`src/rtl/ghostchip_pkg.sv`:
```
// Shared types and constants for the sprite blitter: FSM states, command codes, VRAM geometry.
package ghostchip_pkg;

    localparam int VRAM_W = 128;
    localparam int VRAM_H = 64;
    localparam int HPOS_W = 7;
    localparam int VPOS_W = 6;

    localparam logic CMD_DRAW = 1'b0;
    localparam logic CMD_CLS  = 1'b1;

    typedef enum logic [2:0] {
        IDLE,
        FETCH,
        LATCH,
        PIX_RD,
        PIX_WR,
        CLR_RD,
        CLR_WR,
        DONE
    } blit_state_e;

endpackage

```
`src/rtl/blit_coord.sv`:
```
// One axis of the pixel coordinate generator: origin + offset, either clipped at SIZE or wrapped modulo SIZE.
module blit_coord #(
    parameter int CW   = 7,
    parameter int SIZE = 128,
    parameter bit CLIP = 1'b1
) (
    input  logic [CW-1:0] origin_i,
    input  logic [3:0]    offset_i,
    output logic [CW-1:0] coord_o,
    output logic          in_range_o
);

    localparam int SW = CW + 1;

    logic [SW-1:0] org_m;
    logic [SW-1:0] sum;

    // Offset never exceeds 15, so one conditional subtract is enough to wrap.
    always_comb begin
        org_m      = {1'b0, origin_i} % SW'(SIZE);
        sum        = org_m + SW'(offset_i);
        coord_o    = sum[CW-1:0];
        in_range_o = 1'b1;
        if (sum >= SW'(SIZE)) begin
            if (CLIP) begin
                in_range_o = 1'b0;
            end else begin
                coord_o = CW'(sum - SW'(SIZE));
            end
        end
    end

endmodule

```
`src/rtl/sprite_blitter.sv`:
```
// Sprite draw (XOR under plane mask, with collision) and clear-screen sequencer owning the CPU-side VRAM port.
//
// state  | meaning
// IDLE   | waiting for start; all port outputs held at 0
// FETCH  | drive ram_addr for the next sprite byte
// LATCH  | capture ram_dout into the shift register
// PIX_RD | current bit: read the pixel, or skip in one cycle if bit is 0 / clipped
// PIX_WR | write pixelo ^ plane back to the same pixel, accumulate collision
// CLR_RD | clear-screen read of the current pixel (partial plane mask)
// CLR_WR | clear-screen write of the current pixel
// DONE   | one-cycle completion pulse
module sprite_blitter
    import ghostchip_pkg::*;
#(
    parameter int WIDTH  = VRAM_W,
    parameter int HEIGHT = VRAM_H,
    parameter bit CLIP   = 1'b1
) (
    input  logic              clk,
    input  logic              reset,
    input  logic              start,
    input  logic              cmd,
    input  logic [HPOS_W-1:0] x,
    input  logic [VPOS_W-1:0] y,
    input  logic [3:0]        n,
    input  logic [11:0]       i_addr,
    input  logic [1:0]        plane,
    output logic              busy,
    output logic              done,
    output logic              collision,
    output logic [11:0]       ram_addr,
    input  logic [7:0]        ram_dout,
    output logic [HPOS_W-1:0] vram_hpos,
    output logic [VPOS_W-1:0] vram_vpos,
    output logic [1:0]        vram_pixeli,
    input  logic [1:0]        vram_pixelo,
    output logic              vram_we
);

    blit_state_e state_q, state_d;

    logic [HPOS_W-1:0] x_q, x_d;
    logic [VPOS_W-1:0] y_q, y_d;
    logic [3:0]        n_q, n_d;
    logic [11:0]       addr_q, addr_d;
    logic [1:0]        plane_q, plane_d;
    logic [7:0]        sh_q, sh_d;
    logic [2:0]        bit_q, bit_d;
    logic              half_q, half_d;
    logic [3:0]        row_q, row_d;
    logic [HPOS_W-1:0] clr_h_q, clr_h_d;
    logic [VPOS_W-1:0] clr_v_q, clr_v_d;
    logic              coll_q, coll_d;

    logic              wide;
    logic [3:0]        last_row;
    logic [4:0]        byte_off;
    logic [11:0]       byte_addr;
    logic [HPOS_W-1:0] px;
    logic [VPOS_W-1:0] py;
    logic              px_ok, py_ok;
    logic              advance;
    logic              clr_full;
    logic              clr_last;

    assign wide      = (n_q == 4'd0);
    assign last_row  = wide ? 4'd15 : n_q - 4'd1;
    assign byte_off  = wide ? {row_q, half_q} : {1'b0, row_q};
    assign byte_addr = addr_q + {7'd0, byte_off};
    assign clr_full  = (plane_q == 2'b11);
    assign clr_last  = (clr_h_q == HPOS_W'(WIDTH - 1)) && (clr_v_q == VPOS_W'(HEIGHT - 1));

    blit_coord #(.CW(HPOS_W), .SIZE(WIDTH), .CLIP(CLIP)) u_coord_x (
        .origin_i   (x_q),
        .offset_i   ({half_q, bit_q}),
        .coord_o    (px),
        .in_range_o (px_ok)
    );

    blit_coord #(.CW(VPOS_W), .SIZE(HEIGHT), .CLIP(CLIP)) u_coord_y (
        .origin_i   (y_q),
        .offset_i   (row_q),
        .coord_o    (py),
        .in_range_o (py_ok)
    );

    always_ff @(posedge clk or negedge reset) begin
        if (!reset) begin
            state_q <= IDLE;
            x_q     <= '0;
            y_q     <= '0;
            n_q     <= '0;
            addr_q  <= '0;
            plane_q <= '0;
            sh_q    <= '0;
            bit_q   <= '0;
            half_q  <= 1'b0;
            row_q   <= '0;
            clr_h_q <= '0;
            clr_v_q <= '0;
            coll_q  <= 1'b0;
        end else begin
            state_q <= state_d;
            x_q     <= x_d;
            y_q     <= y_d;
            n_q     <= n_d;
            addr_q  <= addr_d;
            plane_q <= plane_d;
            sh_q    <= sh_d;
            bit_q   <= bit_d;
            half_q  <= half_d;
            row_q   <= row_d;
            clr_h_q <= clr_h_d;
            clr_v_q <= clr_v_d;
            coll_q  <= coll_d;
        end
    end

    always_comb begin
        state_d     = state_q;
        x_d         = x_q;
        y_d         = y_q;
        n_d         = n_q;
        addr_d      = addr_q;
        plane_d     = plane_q;
        sh_d        = sh_q;
        bit_d       = bit_q;
        half_d      = half_q;
        row_d       = row_q;
        clr_h_d     = clr_h_q;
        clr_v_d     = clr_v_q;
        coll_d      = coll_q;
        advance     = 1'b0;
        busy        = (state_q != IDLE) && (state_q != DONE);
        done        = (state_q == DONE);
        collision   = coll_q;
        ram_addr    = '0;
        vram_hpos   = '0;
        vram_vpos   = '0;
        vram_pixeli = '0;
        vram_we     = 1'b0;

        unique case (state_q)
            IDLE: begin
                if (start) begin
                    x_d     = x;
                    y_d     = y;
                    n_d     = n;
                    addr_d  = i_addr;
                    plane_d = plane;
                    coll_d  = 1'b0;
                    bit_d   = '0;
                    half_d  = 1'b0;
                    row_d   = '0;
                    clr_h_d = '0;
                    clr_v_d = '0;
                    if (cmd == CMD_DRAW) begin
                        state_d = FETCH;
                    end else if (plane == 2'b00) begin
                        state_d = DONE;
                    end else if (plane == 2'b11) begin
                        state_d = CLR_WR;
                    end else begin
                        state_d = CLR_RD;
                    end
                end
            end
            FETCH: begin
                ram_addr = byte_addr;
                state_d  = LATCH;
            end
            LATCH: begin
                ram_addr = byte_addr;
                sh_d     = ram_dout;
                bit_d    = '0;
                state_d  = PIX_RD;
            end
            PIX_RD: begin
                if (sh_q[7] && px_ok && py_ok) begin
                    vram_hpos = px;
                    vram_vpos = py;
                    state_d   = PIX_WR;
                end else begin
                    advance = 1'b1;
                end
            end
            PIX_WR: begin
                vram_hpos   = px;
                vram_vpos   = py;
                vram_we     = 1'b1;
                vram_pixeli = vram_pixelo ^ plane_q;
                coll_d      = coll_q | (|(vram_pixelo & plane_q));
                advance     = 1'b1;
            end
            CLR_RD: begin
                vram_hpos = clr_h_q;
                vram_vpos = clr_v_q;
                state_d   = CLR_WR;
            end
            CLR_WR: begin
                vram_hpos   = clr_h_q;
                vram_vpos   = clr_v_q;
                vram_we     = 1'b1;
                vram_pixeli = clr_full ? 2'b00 : (vram_pixelo & ~plane_q);
                if (clr_last) begin
                    state_d = DONE;
                end else begin
                    if (clr_h_q == HPOS_W'(WIDTH - 1)) begin
                        clr_h_d = '0;
                        clr_v_d = clr_v_q + VPOS_W'(1);
                    end else begin
                        clr_h_d = clr_h_q + HPOS_W'(1);
                    end
                    state_d = clr_full ? CLR_WR : CLR_RD;
                end
            end
            DONE: begin
                state_d = IDLE;
            end
            default: begin
                state_d = IDLE;
            end
        endcase

        // End of a bit: next bit, next byte of a 16-wide row, next row, or finish.
        if (advance) begin
            if (bit_q == 3'd7) begin
                if (wide && !half_q) begin
                    half_d  = 1'b1;
                    state_d = FETCH;
                end else if (row_q == last_row) begin
                    state_d = DONE;
                end else begin
                    row_d   = row_q + 4'd1;
                    half_d  = 1'b0;
                    state_d = FETCH;
                end
            end else begin
                bit_d   = bit_q + 3'd1;
                sh_d    = {sh_q[6:0], 1'b0};
                state_d = PIX_RD;
            end
        end
    end

endmodule
```
`config.mk`:
```
export PLATFORM = sky130hd
export DESIGN_NAME = sprite_blitter
export DESIGN_NICKNAME = d
export VERILOG_FILES = /design/src/rtl/ghostchip_pkg.sv /design/src/rtl/blit_coord.sv /design/src/rtl/sprite_blitter.sv
export SDC_FILE = /design/constraint.sdc
export NUM_CORES = 1
export LEC_CHECK = 0
export ABC_AREA = 0
export CAP_MARGIN = 20
export CORE_MARGIN = 4
export CORE_UTILIZATION = 42
export DETAILED_ROUTE_END_ITERATION = 8
export PLACE_DENSITY = 0.66
export REMOVE_ABC_BUFFERS = 1
export SLEW_MARGIN = 10
export SYNTH_ARGS = -nofsm -noshare
export SYNTH_HDL_FRONTEND = slang
export SYNTH_SLANG_ARGS = --single-unit
```
`constraint.sdc`:
```
create_clock -name clk -period 4.1 [get_ports clk]
set_input_delay 0.82 -clock clk [delete_from_list [all_inputs] [get_ports clk]]
set_output_delay 0.82 -clock clk [all_outputs]
set_load 0.005 [all_outputs]
```
Word level (Yosys, flattened, before mapping)

Index checks and enable logic that the tools add are counted.
W data, S select, Z words.

Register bits: 64
Bits of input ports: 45
Output and inout bits: 31
Logic and storage cells: 124

Add/sub/neg operators: 8
$lt $le $gt $ge: 2
Equal/unequal tests: 19
Mux-type cells: 55
Bitwise gates (word level): 5
Reduce and logical (&&, ||, !) cells: 22

Operators with widths:

| kind                  | number |
|---|---|
| $mux W3               | 10 |
| $mux W4               | 7 |
| $mux W7               | 4 |
| $mux W6               | 4 |
| $mux W8               | 3 |
| $pmux W3 S7           | 1 |
| $pmux W7 S3           | 1 |
| $pmux W6 S3           | 1 |
| $eq A3 B3 Y1 const B  | 5 |
| $pmux W7 S2           | 1 |
| $add A12 B5 Y12       | 1 |
| $mux W12              | 1 |
| $pmux W6 S2           | 1 |
| $mux W1               | 11 |
| $mux W2               | 5 |
| $ne A3 B3 Y1 const B  | 3 |
| $add A7 B4 Y8         | 1 |
| $ge A8 B8 Y1 const B  | 1 |
| $reduce_bool A8 Y1    | 1 |
| $reduce_or A2 Y1      | 4 |
| $add A6 B4 Y7         | 1 |
| $add A7 B1 Y7 const B | 1 |
| $eq A7 B7 Y1 const B  | 1 |
| $ge A7 B7 Y1 const B  | 1 |
| 28 further kinds      | 41 |

Logic depth before layout (Yosys ltp)

Gate-level depths: netlist of run 1.

Word-level depth: 9
Gate-level depth with buffers: 13
Mapped depth without buffers: 13

By module

From an unflattened synthesis of run 1, not the netlist that was laid out.

Cells, all modules: 470
Area total of the unflattened synthesis: 4100.2 sq um

By module, submodules not included:

| module                 | times used | cells an instance | area an instance (sq um) | seq. area each (sq um) |
|---|---|---|---|---|
| sprite_blitter         | 1          | 423               | 3713.6                   | 1601.5 |
| blit_coord (u_coord_x) | 1          | 28                | 210.2                    | 0.0 |
| blit_coord (u_coord_y) | 1          | 19                | 176.4                    | 0.0 |

Least setup slack after synthesis of run 1

Ideal clock, no wire load.

Path kind: register -> output
From: register n_q[0]
To: output ram_addr[11]
Arrival: 2.731 ns
Required time: 3.280 ns
Setup slack: 0.549 ns
Cell stages (with the launch flop): 12
Buffers on the path: 0
Path through: dfrtp_1 -> inv_1 -> ha_1 -> nor3b_2 -> mux2_2 -> ha_1 -> a21o_1 -> a21oi_1 -> o21ai_0 -> a21oi_1 -> o21ai_0 -> a21oi_1

Longest elaborated chain between the ends: 4

Ends and longest elaborated chain:

| what                   | line                  | RTL |
|---|---|---|
| start, declared        | sprite_blitter.sv:44  | `logic [3:0] n_q, n_d;` |
| start signal, assigned | sprite_blitter.sv:106 | `n_q <= n_d;` |
| $logic_not A4 Y1       | sprite_blitter.sv:66  | `assign wide = (n_q == 4'd0);` |
| $mux W5                | sprite_blitter.sv:68  | `assign byte_off = wide ? {row_q, half_q} : {1'b0, row_q};` |
| $add A12 B5 Y12        | sprite_blitter.sv:69  | `assign byte_addr = addr_q + {7'd0, byte_off};` |
| $mux W12               | sprite_blitter.sv:143 | `unique case (state_q)` |
| end, declared          | sprite_blitter.sv:31  | `output logic [11:0] ram_addr,` |

No other way between the ends.

Worst setup path after layout of run 1

Ends and elaborated chain as after synthesis.

==> summary.json, run 1 <==
{
  "timing": {
    "final_worst_path_period_need_ps": 3940,
    "max-slew-margin-rel_pct": 52.1,
    "setup_violations": 0,
    "timing_worst_slew_pin_value_ps": 712,
    "worst_clock_skew_ps": 10.3,
    "timing.hold.ws_ps": 327,
    "post-route-period-util_pct": 96.0,
    "report.final.hold_viol_count": 0,
    "achievable-frequency_mhz": 254,
    "final_max_slew_viol_count": 0
  },
  "routing": {
    "post_drt_via_cell_ratio": 5.18,
    "post_drt_wl_per_cell_um": 14.8,
    "num_vias": 3652,
    "antenna_violating_nets_post_route": 0,
    "dr.first_iter.drc_count": 110,
    "routed_wl_mm": 10.4,
    "detailedRoute.firstPassIterationCount": 4,
    "drc_violations_left": 0
  },
  "floorplan": {
    "io_pins": 76,
    "die_x_um": 107,
    "core_mm2": 0.00942,
    "fp.dieH_um": 107,
    "row_count": 35,
    "floorplan.die_area_mm2": 0.0115,
    "start_util_pct": 43.9
  },
  "clock_network": {
    "cts_max_path_buffers": 2,
    "inserted_clock_buffers": 9,
    "clk_pin_slew_ps": 70,
    "clk_latency_ps": 340,
    "tritoncts_num_sinks": 64,
    "clock_tree.htree_level_count": 3,
    "clock-root-buffer": "clkbuf_8",
    "cts.hold.buffers_added": 0,
    "tritoncts": "built"
  },
  "hold_path": {
    "hold_path_class": "input pin to async pin"
  },
  "yosys": {
    "leading_cell_types_by_total_area_after_synthesis": "dfrtp_1 (39%), nand2_1 (11%), ha_1 (7.3%)",
    "postSynthAreaPerCell_um2": 8.61,
    "synth_top_area_cell": "dfrtp_1",
    "synth_top_cell_area_share_pct": 38.8,
    "async_flop_share_pct": 100,
    "postSynthCellCount": 480,
    "seq_area_frac_synth_pct": 38.8,
    "postSynthRegisterBits": 64,
    "synth_cell_type_count": 49,
    "netlist_area_mm2": 0.00413,
    "synthFlopType": "dfrtp_1",
    "yosys_warnings": 0,
    "synth_enable_flop_cells": 0
  },
  "setup_path": {
    "worst_setup_path_start_kind": "flip-flop",
    "crit_fanout": 4,
    "worst_ep_arrival_time_ps": 3120,
    "critPathKind": "flip-flop to output pin",
    "critical_path_required_ps": 3280,
    "worstSetupEndpointType": "output pin",
    "r2r_cells": 9
  },
  "pwr": {
    "vdd_ir_drop_max_mv": 0.252,
    "power.density_mw_per_mm2": 663,
    "design_power_total_w": 0.00357,
    "leakage_nw": 2.46
  },
  "placed_design": {
    "gp_congestion": 0.848,
    "dpl_cell_area_mm2": 0.00507,
    "place.port_buffers": 75,
    "post-dp-hpwl_mm": 7.75
  },
  "cells_and_area": {
    "drive_above_1_share_pct": 13.2,
    "final_net_count": 643,
    "num_antenna_cells": 0,
    "postLayoutCellArea_mm2": 0.00539,
    "fillCellCount": 881,
    "layout-area-overhead-vs-synth_pct": 30.4,
    "layout.core_utilization_pct": 57.2
  },
  "grt": {
    "grt_overflow": 0,
    "grt_pass1_vias": 3504,
    "global_route.usage.total_pct": 18.6,
    "grt_antenna_before_repair": 0,
    "grt_max_degree": 42,
    "grt_pass1_wl_mm": 17.1
  },
  "job": {
    "maxCapViolCount": 0
  },
  "status": {
    "status": "finished clean"
  }
}
[repair_timing]
| action | in CTS | in global routing |
|---|---|---|
| setup buffers | 1 | 7 |
| resized for setup | 22 | 28 |
| pin swaps | 2 | 6 |
| endpoints found under the setup margin | 18 | 18 |
[synthesized netlist by cell type (3+ instances only)]
cell,instances
mux2_1,6
nand2b_1,6
a31oi_1,3
and2_1,7
or3_1,6
xor2_1,14
nor2b_1,9
ha_1,24
clkbuf_1,15
mux2_2,13
o31ai_1,5
nor2_1,20
and3_1,7
a21o_1,5
xnor2_1,11
nand2_1,119
fa_1,3
nand3_1,11
inv_1,20
dfrtp_1,64
a21oi_1,15
nor3_1,8
a22o_1,3
o21ai_0,47
mux2i_1,8
[final timing paths]
| path | to | startpoint | slack [ps] |
|---|---|---|---|
| setup / recovery | ram_addr[11] | n_q[0] | 160 |
| hold / removal | x_q[4] | reset | 330 |
| setup reg to reg | sh_q[6] | row_q[0] | 1500 |
| hold reg to reg | collision | collision | 460 |
| max in group asynchronous | sh_q[7] | reset | 2930 |
| min in group clk | collision | collision | 460 |
[flip-flops by register name, summed over array words and instances, names as in the netlist]
name / cells
addr_q: 12
bit_q: 3
clr_h_q: 7
clr_v_q: 6
collision: 1
half_q: 1
n_q: 4
plane_q: 2
row_q: 4
sh_q: 8
state_q: 3
x_q: 7
y_q: 6
[cell usage in the layout, fill, tap and decap left out, drive strengths merged, types with 6 or more instances in the layout]
| cell | n |
|---|---|
| buf | 25 |
| nor2b | 9 |
| nand3 | 11 |
| nand2 | 120 |
| dfrtp | 64 |
| nor2 | 20 |
| nor3 | 9 |
| inv | 20 |
| and2 | 7 |
| clkbuf | 17 |
| o21ai | 48 |
| clkdlybuf4s50 | 66 |
| or3 | 6 |
| mux2 | 19 |
| xnor2 | 11 |
| xor2 | 14 |
| and3 | 7 |
| a21oi | 15 |
| nand2b | 6 |
| mux2i | 8 |
| ha | 24 |
[report_power, final]
part / switching [W] / internal, W
registers: 0.000260 / 0.000878
logic: 0.000974 / 0.000982
clock network: 0.000245 / 0.000235
[area by class of cell]
cell class / count / area, um^2 / area share [%]
clock buffer: 13 / 149 / 2.76
sequential: 64 / 1600 / 29.7
multi-input combinational: 378 / 2460 / 45.7
tap: 129 / 161 / 3.00
timing repair buffer: 98 / 921 / 17.1
inverter: 20 / 75.1 / 1.39
clock inverter: 3 / 17.5 / 0.325
[routing by layer]
metal  GRT usage, %  vias up  part of all wire [%]
li1               -     1818                     -
met1           25.7     1750                    47
met2           30.5       74                    48
met3           2.53       10                   3.9
met4           5.21        0                   1.2
met5              0        -                     0
[worst max-delay path, cell delays in order, from the launching register on]
cell     delay (ps)
dfrtp_1         380
inv_1            80
ha_2            180
nor3b_4         300
buf_6           160
mux2_2          350
ha_4            280
a21oi_2          60
o21ai_2         150
a21oi_2         100
buf_4           140
or3_1           340
a21oi_1         130
buf_2           140
[stage by stage]
step                setup TNS, ps  std cells  setup WS [ps]
floorplan                       0        462            549
global placement                0        679           45.2
detailed placement           -147        680          -50.4
CTS                         -73.6        697          -64.9
global route                -88.9        705          -19.6
finish                          0        705            163
[cell families (layout without fill, tap and decap cells)]
kind of cell | Yosys count | after routing | share of synthesized area [%]
buffers and inverters | 38 | 134 | 3.69
and+or+nand+nor | 210 | 210 | 23.4
xor gates and xnor gates | 25 | 25 | 5.30
adders and majority gates | 27 | 27 | 8.72
muxes | 27 | 27 | 7.11
DFF | 64 | 64 | 38.8
AOI/OAI and AO/OA | 89 | 89 | 13.0
Power figures use the tool's default switching activity.
==> run 2: changes to the inputs <==
CORE_ASPECT_RATIO = 1.2   (was unset)
TNS_END_PERCENT = 100   (was unset)
==> run 2 against run 1 <==
Largest cell class unchanged. Count of clock-buffer cells in the layout down 3. Final cell count fell by 0.71%. Sequential share of layout area shrank 1.0 points. Die area barely moved. Via count rose by 0.49%.
==> summary.json, run 2 (synthesis results as in run 1) <==
{
  "status": {
    "status": "finished clean"
  },
  "grt": {
    "global_route.usage.total_pct": 18.6,
    "grt_antenna_before_repair": 0,
    "grt_overflow": 0,
    "grt_pass1_wl_mm": 17.2,
    "grt_max_degree": 47,
    "grt_pass1_vias": 3721
  },
  "routing": {
    "dr.first_iter.drc_count": 170,
    "drc_violations_left": 0,
    "post_drt_via_cell_ratio": 5.24,
    "routed_wl_mm": 10.4,
    "detailedRoute.firstPassIterationCount": 4,
    "num_vias": 3670,
    "antenna_violating_nets_post_route": 0,
    "post_drt_wl_per_cell_um": 14.8
  },
  "floorplan": {
    "row_count": 39,
    "die_x_um": 98.6,
    "fp.dieH_um": 117,
    "io_pins": 76,
    "start_util_pct": 43.2,
    "floorplan.die_area_mm2": 0.0115,
    "core_mm2": 0.00956
  },
  "placed_design": {
    "gp_congestion": 0.862,
    "post-dp-hpwl_mm": 7.58,
    "post-place-ws_ps": -145,
    "place.port_buffers": 75
  },
  "timing": {
    "setup_ws_ps": 127,
    "timing_worst_slew_pin_value_ps": 712,
    "final_max_slew_viol_count": 0,
    "post-route-period-util_pct": 96.9,
    "report.final.hold_viol_count": 0,
    "max-slew-margin-rel_pct": 52.3,
    "setup_violations": 0,
    "achievable-frequency_mhz": 252,
    "worst_clock_skew_ps": 6.72,
    "timing.hold.ws_ps": 382,
    "final_worst_path_period_need_ps": 3970
  },
  "hold_path": {
    "hold_path_class": "input pin to async pin"
  },
  "setup_path": {
    "critical-path-max-stage-delay_ps": 390,
    "timing.reg2reg.setup_slack_ps": 1430,
    "critPathSlowestCell": "dfrtp_1",
    "r2r-start": "row_q[0]",
    "worstSetupEndpointType": "output pin",
    "cp_num_cells": 14,
    "critical_path_required_ps": 3280,
    "timing.critical_path.cells": "inv_2, ha_2, nor3b_4, buf_6, buf_4, mux2_2, ha_4, inv_1, o21ai_2, a21oi_4, buf_4, or3_1, a21oi_1, buf_2",
    "r2r-end": "sh_q[5]",
    "worst_ep_arrival_time_ps": 3150,
    "timing_startpoint_of_the_critical_path": "n_q[1]",
    "worst_setup_path_start_kind": "flip-flop",
    "timing.critical_path.mode_cell": "buf_4",
    "worstPathBufferInverterCount": 6,
    "r2r_cells": 9,
    "crit_fanout": 5,
    "critPathKind": "flip-flop to output pin",
    "critical_path_sink": "ram_addr[11]",
    "path_delay_family": "buffers and inverters"
  },
  "cells_and_area": {
    "layout_top_registers": "addr_q x12, sh_q x8",
    "top_library_cells_by_usage_in_the_layout_fill_and_taps_aside": "nand2_1 (119), clkdlybuf4s50_1 (65), dfrtp_1 (64)",
    "largest-register": "addr_q",
    "layout-area-overhead-vs-synth_pct": 35.0,
    "final_net_count": 644,
    "fillCellCount": 877,
    "most_frequent_standard_cell_in_the_layout_excluding_fill_and_tap_cells": "nand2_1",
    "largest_register_ff_count": 12,
    "drive_above_1_share_pct": 13.7,
    "num_antenna_cells": 0
  },
  "clock_network": {
    "tritoncts_num_sinks": 64,
    "cts_max_path_buffers": 2,
    "inserted_clock_buffers": 9,
    "clock-root-buffer": "clkbuf_16",
    "tritoncts": "built",
    "clk_pin_slew_ps": 60,
    "clk_latency_ps": 330,
    "clock_tree.htree_level_count": 3
  },
  "pwr": {
    "vdd_ir_drop_max_mv": 0.292,
    "design_power_total_w": 0.00398,
    "power.density_mw_per_mm2": 714,
    "leakage_nw": 2.60
  },
  "job": {
    "maxCapViolCount": 0
  }
}
## run 2: cell count changes in the layout (fill, tap and decap cells not counted), moves of 2 or more
cell / delta
buf_4: +2
bufinv_16: +3
clkbuf_1: -2
clkbuf_16: +9
clkbuf_2: -3
clkbuf_8: -10
dlymetal6s2s_1: +3
inv_1: -3
inv_2: +3
## run 2: area by class of cell
| cell class | count | area, um^2 | share of cell area [%] |
|---|---|---|---|
| Tap cell | 123 | 154 | 2.76 |
| Inverter | 20 | 75.1 | 1.35 |
| Clock buffer | 10 | 229 | 4.10 |
| Clock inverter | 6 | 108 | 1.93 |
| Timing Repair Buffer | 99 | 942 | 16.9 |
| Sequential cell | 64 | 1600 | 28.7 |
| Multi-Input combinational cell | 378 | 2470 | 44.3 |
## run 2: worst reg2reg max path, delay by kind of cell, from the launching register on
family / cells / cell delay, ps
buf+inv: 1 / 190
mux: 1 / 330
simple gates: 1 / 70
fa+ha+maj: 2 / 640
compound gates: 4 / 940
flops: 1 / 380
## run 2: metal layers
layer / GRT usage, % / vias to the layer above / share of wire (%)
li1: - / 1822 / -
met1: 21.7 / 1747 / 43
met2: 33.2 / 83 / 50
met3: 4.54 / 18 / 4.7
met4: 6.83 / 0 / 2.1
met5: 0 / - / 0
## run 2: report_power, final
group / internal (W) / total (W) / switching, W
Clock: 0.000592 / 0.000874 / 0.000282
Combinational: 0.000993 / 0.00198 / 0.000991
Sequential: 0.000880 / 0.00113 / 0.000247
Total: 0.00246 / 0.00398 / 0.00152
## run 2: what timing repair did
item / 4_1_cts / 5_1_grt
pin swaps: 4 / 2
endpoints found under the setup margin: 17 / 19
hold buffers: 0 / 0
buffers inserted: 7 / 3
gates resized for setup: 27 / 22
## run 2: worst min-delay path by stage
stage	start	to	slack, ps	cells past startpoint
2_1_floorplan	x_q[0]	x_q[0]	450	2
3_3_place_gp	collision	collision	450	2
3_5_place_dp	y_q[3]	y_q[3]	470	2
4_1_cts	collision	collision	490	2
5_1_grt	reset	addr_q[0]	390	1
6_report	reset	addr_q[0]	380	1
## run 2: metrics by stage
step / TNS [ps] / util (%) / instances / cell area [um^2]
6_report: 0 / 58.3 / 700 / 5580
5_1_grt: -45.4 / 58.3 / 700 / 5580
4_1_cts: 0 / 57.5 / 696 / 5500
3_5_place_dp: -802 / 52.8 / 673 / 5050
3_3_place_gp: 0 / 52.8 / 673 / 5050
2_1_floorplan: 0 / - / 462 / 4060
==> run 3: changes to the inputs <==
CORE_UTILIZATION = 30   (was 42)
GPL_ROUTABILITY_DRIVEN = 0   (was unset)
PLACE_DENSITY = unset   (was 0.66)
==> run 3 against run 2 <==
Clock power down 18%. Hold slack better by 97 ps. Die area up 37%. Routed wire length up 3.7%. Sequential share of layout area up 0.40 points. First-iteration DRC count down 1.2%. Worst setup slack better by 7.7 ps. Sequential cell count unchanged. Via count down 0.93%. Non-clock buffer count down 7. Global-route usage down 4.4 points. Critical path type unchanged. Critical endpoint unchanged. Largest cell class unchanged. Highest routed layer unchanged.
==> summary.json, run 3 (synthesis results as in run 1) <==
{
  "clock_network": {
    "tritoncts_num_sinks": 64,
    "clock_tree.htree_level_count": 3,
    "inserted_clock_buffers": 9,
    "clk_latency_ps": 340,
    "clk_pin_slew_ps": 60,
    "cts_max_path_buffers": 2,
    "cts.hold.buffers_added": 0,
    "clock-root-buffer": "clkbuf_16",
    "tritoncts": "built"
  },
  "timing": {
    "achievable-frequency_mhz": 252,
    "setup_tns_ps": 0,
    "post-route-period-util_pct": 96.7,
    "final_max_slew_viol_count": 0,
    "worst_clock_skew_ps": 6.19,
    "final_worst_path_period_need_ps": 3970,
    "setup_violations": 0,
    "report.final.hold_viol_count": 0,
    "timing_worst_slew_pin_value_ps": 881,
    "timing.hold.ws_ps": 479,
    "setup_ws_ps": 134,
    "max-slew-margin-rel_pct": 41.2
  },
  "routing": {
    "num_vias": 3636,
    "dr.first_iter.drc_count": 168,
    "detailedRoute.firstPassIterationCount": 4,
    "post_drt_via_cell_ratio": 4.93,
    "routed_wl_mm": 10.7,
    "drc_violations_left": 0,
    "post_drt_wl_per_cell_um": 14.5,
    "antenna_violating_nets_post_route": 0
  },
  "setup_path": {
    "critPathKind": "flip-flop to output pin",
    "r2r-start": "y_q[0]",
    "worst_setup_path_start_kind": "flip-flop",
    "r2r_cells": 9,
    "crit_fanout": 7,
    "critical_path_required_ps": 3280,
    "worstSetupEndpointType": "output pin",
    "worst_ep_arrival_time_ps": 3150,
    "r2r-end": "sh_q[2]",
    "timing.reg2reg.setup_slack_ps": 1480
  },
  "floorplan": {
    "core_mm2": 0.0134,
    "die_x_um": 115,
    "fp.dieH_um": 137,
    "row_count": 46,
    "io_pins": 76,
    "start_util_pct": 31.0,
    "floorplan.die_area_mm2": 0.0157
  },
  "grt": {
    "grt_use_met3_pct": 3.01,
    "grt_antenna_before_repair": 0,
    "grt_overflow": 0,
    "grt_pass1_vias": 3750,
    "met2_usage_pct": 24.2,
    "global_route.usage.total_pct": 14.2,
    "grt_max_degree": 40,
    "groute.layer.met1.usage_pct": 16.9,
    "grt_pass1_wl_mm": 17.7,
    "gr-max-usage-layer": "met2"
  },
  "hold_path": {
    "hold-path-cell-count": 2,
    "holdPathEnd": "collision",
    "hold_path_class": "flip-flop to flip-flop",
    "hp-start": "collision"
  },
  "cells_and_area": {
    "largest_register_ff_count": 12,
    "postLayoutCellArea_mm2": 0.00550,
    "layout_top_registers": "addr_q x12, sh_q x8",
    "top_library_cells_by_usage_in_the_layout_fill_and_taps_aside": "nand2_1 (119), clkdlybuf4s50_1 (66), dfrtp_1 (64)",
    "final_net_count": 637,
    "final_cell_count_no_fill": 738,
    "drive_above_1_share_pct": 12.8,
    "largest-register": "addr_q",
    "num_antenna_cells": 0,
    "layout-area-overhead-vs-synth_pct": 33.1,
    "most_frequent_standard_cell_in_the_layout_excluding_fill_and_tap_cells": "nand2_1"
  },
  "status": {
    "status": "finished clean"
  },
  "pwr": {
    "power.density_mw_per_mm2": 697,
    "leakage_nw": 2.50,
    "vdd_ir_drop_max_mv": 0.262
  },
  "placed_design": {
    "post-place-ws_ps": -38.1,
    "numPlacedInstances": 717,
    "dpl_cell_area_mm2": 0.00510,
    "post-dp-hpwl_mm": 8.07,
    "place.port_buffers": 75
  },
  "job": {
    "maxCapViolCount": 0
  }
}
-- run 3: cell count changes in the layout (fill, tap and decap cells not counted), sizes merged --
| cell | previous run | this run |
|---|---|---|
| buf | 26 | 18 |
| dlygate4sd2 | 2 | 1 |
| bufinv | 3 | 0 |
| clkbuf | 11 | 15 |
| dlymetal6s2s | 5 | 2 |
| clkdlybuf4s50 | 65 | 66 |
| inv | 20 | 21 |
| clkinv | 2 | 4 |
-- run 3: timing repair --
action | CTS | global route
setup buffers | 1 | 3
pin swaps | 2 | 9
resized for setup | 27 | 27
cloned | 0 | 0
setup endpoints to repair | 18 | 21
-- run 3: final cells by class --
type                            count  area [um^2]
Fill cell                        1359         7850
Multi-Input combinational cell    378         2460
Sequential cell                    64         1600
Timing Repair Buffer               92          876
Clock buffer                       10          239
Tap cell                          168          210
Inverter                           20         75.1
Clock inverter                      6         43.8
-- run 3: report_power, final --
part | switching [W] | total, W | leakage (nW) | internal (W)
Combinational | 0.00100 | 0.00198 | 1.54 | 0.000979
Sequential | 0.000255 | 0.00113 | 0.821 | 0.000879
Clock | 0.000293 | 0.000720 | 0.139 | 0.000427
Total | 0.00155 | 0.00383 | 2.50 | 0.00228
-- run 3: per-layer routing --
metal  part of all wire (%)  wire length, um
met5                      0                0
met4                    2.4              254
met3                    5.0              536
met2                     51             5440
met1                     42             4510
-- run 3: metrics by stage --
| step | utilization [%] | total power (W) |
|---|---|---|
| floorplan | - | 0.00223 |
| global placement | 38.2 | 0.00294 |
| detailed placement | 38.2 | 0.00301 |
| CTS | 40.6 | 0.00379 |
| global route | 41.2 | 0.00417 |
| finish | 41.2 | 0.00383 |
-- run 3: worst max path at each step --
stage / from / slack, ps / cells past startpoint / end
after floorplan: n_q[0] / 550 / 11 / ram_addr[11]
after global placement: n_q[0] / 100 / 12 / ram_addr[11]
after detailed placement: n_q[0] / -40 / 13 / ram_addr[10]
after CTS: n_q[0] / -100 / 12 / ram_addr[7]
after global routing: n_q[1] / -70 / 14 / ram_addr[6]
final: n_q[0] / 130 / 13 / ram_addr[11]
-- run 3: critical path, stage by stage (launching register included) --
cell and delay, ps:
dfrtp_1 380, inv_2 80, ha_2 170, nor3b_4 310, buf_4 180, mux2_4 300, ha_1 270, a21o_1 130
a21oi_2 70, o21ai_2 190, a21oi_4 100, or3_1 340, a21oi_1 150, clkbuf_2 140
